===== src/rtl/sync_arith_unit_29_pkg.sv =====
// Shared opcode and status-bit definitions for the sync_arith_unit_29 ALU slice.
package sync_arith_unit_29_pkg;

    typedef enum logic [3:0] {
        OP_ADD  = 4'd0,
        OP_SUB  = 4'd1,
        OP_AND  = 4'd2,
        OP_OR   = 4'd3,
        OP_XOR  = 4'd4,
        OP_NOT  = 4'd5,
        OP_SHL  = 4'd6,
        OP_SHR  = 4'd7,
        OP_SRA  = 4'd8,
        OP_SLT  = 4'd9,
        OP_NEG  = 4'd10,
        OP_MUL  = 4'd11,
        OP_INC  = 4'd12,
        OP_DEC  = 4'd13,
        OP_ABS  = 4'd14,
        OP_RSVD = 4'd15
    } op_e;

    localparam int ST_ERR  = 3;
    localparam int ST_OVF  = 2;
    localparam int ST_ZERO = 1;
    localparam int ST_NEG  = 0;

endpackage


===== src/rtl/sync_arith_unit_29_core.sv =====
// arith_core_29: purely combinational result and flag generation for one operation.
module arith_core_29
    import sync_arith_unit_29_pkg::*;
#(
    parameter int M = 32
) (
    input  logic [M-1:0] i_a,
    input  logic [M-1:0] i_b,
    input  logic [3:0]   i_op,
    output logic [M-1:0] o_result,
    output logic [3:0]   o_status
);

    localparam logic [M-1:0] LP_MIN = {1'b1, {(M-1){1'b0}}};
    localparam logic [M-1:0] LP_MAX = {1'b0, {(M-1){1'b1}}};
    localparam logic [M-1:0] LP_ONE = {{(M-1){1'b0}}, 1'b1};

    // Two's complement add overflows when both operands share a sign the sum lacks.
    function automatic logic ovf_add(input logic sa, input logic sb, input logic ss);
        return (sa == sb) && (ss != sa);
    endfunction

    function automatic logic ovf_sub(input logic sa, input logic sb, input logic ss);
        return (sa != sb) && (ss != sa);
    endfunction

    logic signed [M-1:0]   w_a_s;
    logic signed [M-1:0]   w_b_s;
    logic [M-1:0]          w_sum;
    logic [M-1:0]          w_diff;
    logic signed [2*M-1:0] w_prod;
    logic [M:0]            w_prod_hi;
    logic [M-1:0]          w_sra;
    logic                  w_big_shift;
    logic                  w_a_min;
    logic [M-1:0]          w_res;
    logic                  w_ovf;
    op_e                   w_op;

    assign w_op        = op_e'(i_op);
    assign w_a_s       = i_a;
    assign w_b_s       = i_b;
    assign w_sum       = i_a + i_b;
    assign w_diff      = i_a - i_b;
    assign w_prod      = $signed({{M{i_a[M-1]}}, i_a}) * $signed({{M{i_b[M-1]}}, i_b});
    assign w_prod_hi   = w_prod[2*M-1:M-1];
    assign w_sra       = w_a_s >>> i_b;
    assign w_big_shift = (i_b >= M[M-1:0]);
    assign w_a_min     = (i_a == LP_MIN);

    always_comb begin
        w_res = '0;
        w_ovf = 1'b0;
        case (w_op)
            OP_ADD: begin
                w_res = w_sum;
                w_ovf = ovf_add(i_a[M-1], i_b[M-1], w_sum[M-1]);
            end
            OP_SUB: begin
                w_res = w_diff;
                w_ovf = ovf_sub(i_a[M-1], i_b[M-1], w_diff[M-1]);
            end
            OP_AND: w_res = i_a & i_b;
            OP_OR:  w_res = i_a | i_b;
            OP_XOR: w_res = i_a ^ i_b;
            OP_NOT: w_res = ~i_a;
            OP_SHL: w_res = w_big_shift ? '0 : (i_a << i_b);
            OP_SHR: w_res = w_big_shift ? '0 : (i_a >> i_b);
            OP_SRA: w_res = w_big_shift ? {M{i_a[M-1]}} : w_sra;
            OP_SLT: w_res = (w_a_s < w_b_s) ? LP_ONE : '0;
            OP_NEG: begin
                w_res = -i_a;
                w_ovf = w_a_min;
            end
            OP_MUL: begin
                // Product fits only if the top M+1 bits are a pure sign extension.
                w_res = w_prod[M-1:0];
                w_ovf = !((&w_prod_hi) || (~|w_prod_hi));
            end
            OP_INC: begin
                w_res = i_a + LP_ONE;
                w_ovf = (i_a == LP_MAX);
            end
            OP_DEC: begin
                w_res = i_a - LP_ONE;
                w_ovf = w_a_min;
            end
            OP_ABS: begin
                w_res = i_a[M-1] ? -i_a : i_a;
                w_ovf = w_a_min;
            end
            default: begin
                w_res = '0;
                w_ovf = 1'b0;
            end
        endcase
    end

    always_comb begin
        o_result = w_res;
        o_status = '0;
        if (w_op == OP_RSVD) begin
            o_status[ST_ERR] = 1'b1;
        end else begin
            o_status[ST_OVF]  = w_ovf;
            o_status[ST_ZERO] = (w_res == '0);
            o_status[ST_NEG]  = w_res[M-1];
        end
    end

endmodule


===== src/rtl/sync_arith_unit_29.sv =====
// sync_arith_unit_29: one-cycle registered ALU; the core result is captured every clock.
module sync_arith_unit_29
    import sync_arith_unit_29_pkg::*;
#(
    parameter int M = 32
) (
    input  logic         clk,
    input  logic         i_reset,
    input  logic [M-1:0] iarg_A,
    input  logic [M-1:0] iarg_B,
    input  logic [3:0]   iop,
    output logic [M-1:0] o_result,
    output logic [3:0]   o_status
);

    logic [M-1:0] w_result;
    logic [3:0]   w_status;
    logic [M-1:0] r_result;
    logic [3:0]   r_status;

    arith_core_29 #(.M(M)) u_core (
        .i_a      (iarg_A),
        .i_b      (iarg_B),
        .i_op     (iop),
        .o_result (w_result),
        .o_status (w_status)
    );

    // Output register stage: reset clears outputs immediately, independent of clk.
    always_ff @(posedge clk or negedge i_reset) begin
        if (!i_reset) begin
            r_result <= '0;
            r_status <= '0;
        end else begin
            r_result <= w_result;
            r_status <= w_status;
        end
    end

    assign o_result = r_result;
    assign o_status = r_status;

endmodule


===== config.mk =====
export PLATFORM = sky130hd
export DESIGN_NAME = sync_arith_unit_29
export DESIGN_NICKNAME = d
export VERILOG_FILES = /design/src/rtl/sync_arith_unit_29_pkg.sv /design/src/rtl/sync_arith_unit_29_core.sv /design/src/rtl/sync_arith_unit_29.sv
export SDC_FILE = /design/constraint.sdc
export NUM_CORES = 2
export LEC_CHECK = 0
export BUFFER_PORTS_ARGS = -buffer_cell sky130_fd_sc_hd__buf_2
export CORE_UTILIZATION = 62
export DETAILED_ROUTE_END_ITERATION = 16
export GPL_ROUTABILITY_DRIVEN = 0
export PLACE_DENSITY = 0.77
export SKIP_CTS_REPAIR_TIMING = 1
export SLEW_MARGIN = 20
export SYNTH_ARGS = -nofsm -noshare
export SYNTH_HDL_FRONTEND = slang
export SYNTH_HIERARCHICAL = 1
export SYNTH_SLANG_ARGS = --single-unit

===== constraint.sdc =====
create_clock -name clk -period 0.8 [get_ports clk]
set_input_delay 0 -clock clk [delete_from_list [all_inputs] [get_ports clk]]
set_output_delay 0 -clock clk [all_outputs]
set_load 0.005 [all_outputs]

==> results of run 1 <==
-- logic make-up after synthesis --
kind of cell	share of synthesized area, %
compound gates	12.81
xor+xnor	1.990
fa+ha+maj	52.49
buf+inv	9.524
flops	1.844
mux	4.749
simple gates	16.60
-- metrics by stage --
stage / hold slack [ns] / area, um2 / setup slack [ns] / TNS [ns]
after CTS: -0.3397 / 61230 / -7.886 / -192.70
after detailed placement: -0.007592 / 61080 / -8.189 / -203.21
after global placement: -0.01004 / 61080 / -7.968 / -199.45
after floorplan: -0.2956 / 50010 / -7.398 / -171.50
-- metal layers --
metal | GRT usage [%] | overflow
met1 | 72.01 | 0
met2 | 87.69 | 98
met3 | 61.53 | 5
met4 | 71.35 | 77
met5 | 35.04 | 1
-- cells in the mapped netlist (63+ instances only) --
library cell  number
mux4_2            63
ha_1             313
nand2_1          802
nor2_1           615
clkbuf_1         278
inv_1            801
o21ai_0          207
mux2i_1           63
fa_1            1085
xnor2_1           69
buf_1             88
a21oi_1          236
nor3_1            99
a21o_1            70
==> results.md, run 1 <==
* Status: did not finish
* Failing step: global routing (5_1_grt)
* Error: [ERROR GRT-0232] Routing congestion too high. Check the congestion heatmap in the GUI.
* Initial core utilization at 62.85%
* Top Ports at 106
* Distinct cells, synth at 93
* Syn_area_per_cell at around 8.5 um2
* Die width at 282.7 um
* IO buf count at around 110
* Post-synthesis cell area at 48850 um2
* Pin count of the biggest net entering global routing at 65
* Post-Syn Instances at about 5700
* All-Layer GR Usage at 73.06%
* Yosys reg bits at 36
* GRT worst endpoint: o_status[2]$_DFF_PN0_/D
* Async SR Flop Fraction at 100.0%
* Row cnt at between 100 and 150
* H-tree depth at 2
* Largest cells by area after synthesis: fa_1 44%, ha_1 8.0%, nand2_1 6.2%, inv_1 6.2%, nor2_1 4.7%
* Top-area cell type share of the netlist area at 44.47%
* Worst ep type: sequential cell input
* Dominant synthesized flop cell: dfrtp_1
* Warnings, synthesis at 6
* Root Buffer: clkbuf_16
* GRT overflow at 181
* Post-synth net total at 7212
* Die Y-Extent at ~280 um
* Yosys top cell by area: fa_1
* Clk buf depth at 2
* Total CTS buffers at 5
* Detailed placement HPWL at 183800 um
* Seq/Total Area, Yosys at 1.844%
* EDFF count, synth at 0
* Dpl cells at 7881
* Clock sink count at 36
==> inputs of run 2 (changes only) <==
- CORE_UTILIZATION: 62 -> 40
- PLACE_DENSITY: 0.77 -> not set
- PLACE_DENSITY_LB_ADDON: not set -> 0.15
==> results.md, run 2 <==
* Period utilisation layout at 989.9%
* CTS tree: yes
* Failing checks: setup timing
* Initial antenna violation count at 16
* Area of the multi-input gates at 45740 um2
* Synthesis-to-finish area growth at 35.85%
* Warnings, synthesis at 6 (unchanged)
* Final Hold Fails at 0
* Worst stage delay on the critical path at 0.56 ns
* Post-Syn Instances at 5744 (unchanged)
* Pin count of the biggest net entering global routing at 61
* H-tree depth at 2 (unchanged)
* Post-synth net total at 7212 (unchanged)
* Final ANT Viol Nets at 0
* Seq/Total Area, Yosys at 1.844% (unchanged)
* GRT overflow at 0
* Most common cell in the netlist: fa_1
* Worst EP arrival at 8.18 ns
* Row cnt at 127 (+25%)
* Adder-Cell Fraction of Synth Area at 52.49% (unchanged)
* Crit Path Max Fanout at 6
* Detailed placement HPWL at 195800 um (+6.5%)
* Largest family of logic cells by synthesized area: adder cells
* Async SR Flop Fraction at 100.0% (unchanged)
* Setup Slack @ Placement at -8.114 ns (+0.07418 ns)
* Fin crit period at a little under 8 ns
* Clock slew at reported path FFs at 0.10 ns
* Slew HR at 26.00%
* All-Layer GR Usage at 37.15%
* DRC violations left at 0
* Dominant synthesized flop cell: dfrtp_1
* Multiplexer share of the synthesized area at 4.749% (unchanged)
* Post-Layout Cell Count at 8637
* Most frequent cells after synthesis: 1085 x fa_1, 802 x nand2_1, 801 x inv_1
* Routed WL at 231900 um
* IO buf count at 105 (unchanged)
* Total CTS buffers at 5 (unchanged)
* Fillers at approximately 11000
* Top Ports at 106 (unchanged)
* Crit Path Class: input port to flip-flop
* Setup violations, final at 62
* Most common cell after layout, fill and taps aside: buf_4
* DRT Pass-1 Iters at 10
* Post-synthesis simple-gate area fraction at 16.60% (unchanged)
* Status: finished, violations left
* Top-area cell type share of the netlist area at 44.47% (unchanged)
* Tightest Pin Transition at about 1.1 ns
* Starting DRT DRC Count at ~6500
* Post-synthesis cell area at 48850 um2 (unchanged)
* CORE AREA at 120400 um2
* Vias in the first global route at between 50000 and 60000
* RSZ-0062 raised after global routing: true
* Commonest cells after routing, fill and taps aside: 1356 x buf_4, 1038 x fa_1, 777 x nand2_1
* Max Clk Rate at 126.3 MHz
* Setup crit end kind: flip-flop
* Die Y-Extent at 351.5 um (+24%)
* Initial core utilization at 40.55% (-22 points)
* Seq. cell area at about 900 um2
* Root Buffer: clkbuf_16
* Setup crit start kind: input port
* Dpl cells at 8523 (+8.1%)
* Hold Slack at roughly 0.17 ns
* Layout cells sized above 1 at a little under a third
* Yosys reg bits at 36 (unchanged)
* DR vias at 50478
* Die width at 351.5 um (+24%)
* Distinct cells, synth at 93 (unchanged)
* Syn_area_per_cell at 8.504 um2 (unchanged)
* Clk buf depth at 2 (unchanged)
* First-pass GRT wire length at 334100 um
* # nets final at 8483
* Drt wl/cell at between 20 and 30 um
* Compound-Gate Fraction of Synth Area at 12.81% (unchanged)
* Die area at 123500 um2
* Slowest CP cell: fa_1
* Vias per inst at 5.844
* Fin. max-slew vios at 0
* Yosys top cell by area: fa_1
* HP Class: input port to asynchronous set/reset pin
* Worst setup slack after layout at -7.119 ns
* Largest cells by area after synthesis: fa_1 44%, ha_1 8.0%, nand2_1 6.2%, inv_1 6.2%, nor2_1 4.7%
* Worst Path Required at 1.06 ns
* EDFF count, synth at 0 (unchanged)
* Most used cell, CP: fa_1
* XOR/XNOR Fraction of Synth Area at 1.990% (unchanged)
* # Max-Cap Violations at 0
* Max reg flops at 32
* Clock sink count at 36 (unchanged)
-- run 2: cell counts after synthesis --
Identical to the previous run, type by type.
-- run 2: worst max-delay path: cells and delay by family --
family                     cells  cell delay, ns
buffers and inverters         12            1.50
adders and majority gates      9            4.28
and+or+nand+nor                7            1.24
AOI/OAI and AO/OA              6            1.13
-- run 2: through the flow --
step | setup TNS [ns] | util (%) | cell area, um2
floorplan | -171.50 | - | 50010
global placement | -207.65 | 51.80 | 62390
detailed placement | -207.81 | 51.80 | 62390
CTS | -197.07 | 51.92 | 62540
global route | -187.90 | 55.09 | 66360
finish | -182.67 | 55.09 | 66360
-- run 2: kinds of logic after synthesis --
family / Yosys count
buf+inv: 1224
compound gates: 956
fa+ha+maj: 1398
xor+xnor: 111
mux: 150
simple gates: 1869
flops: 36
-- run 2: cell type report --
class / instances / area share (%)
multi-input cells: 4484 / 68.93
repair buffers: 1661 / 21.59
inverters: 827 / 4.812
well taps: 1612 / 3.039
flip-flops and latches: 36 / 1.358
clock buffers: 7 / 0.2300
diodes: 10 / 0.03771
-- run 2: path summary, 6_finish.rpt --
kind                       startpoint      endpoint  slack (ns)  cells past startpoint
max                         iarg_A[6]   o_status[2]       -7.12                     34
min                           i_reset   o_status[2]        0.17                      3
min in group clk               iop[2]   o_status[3]        0.39                      5
max in group asynchronous     i_reset  o_result[25]        0.36                      3
-- run 2: layer usage --
metal,up-vias,part of all wire [%],track usage [%]
met5,-,0.0056,0
met2,3211,43,54.90
met1,25249,37,48.16
li1,21230,-,-
met3,786,12,9.425
met4,2,8.5,24.44
Power of run 2 is not shown: default switching activity piles up to over one toggle a cycle in this logic, so the estimate is an artifact.
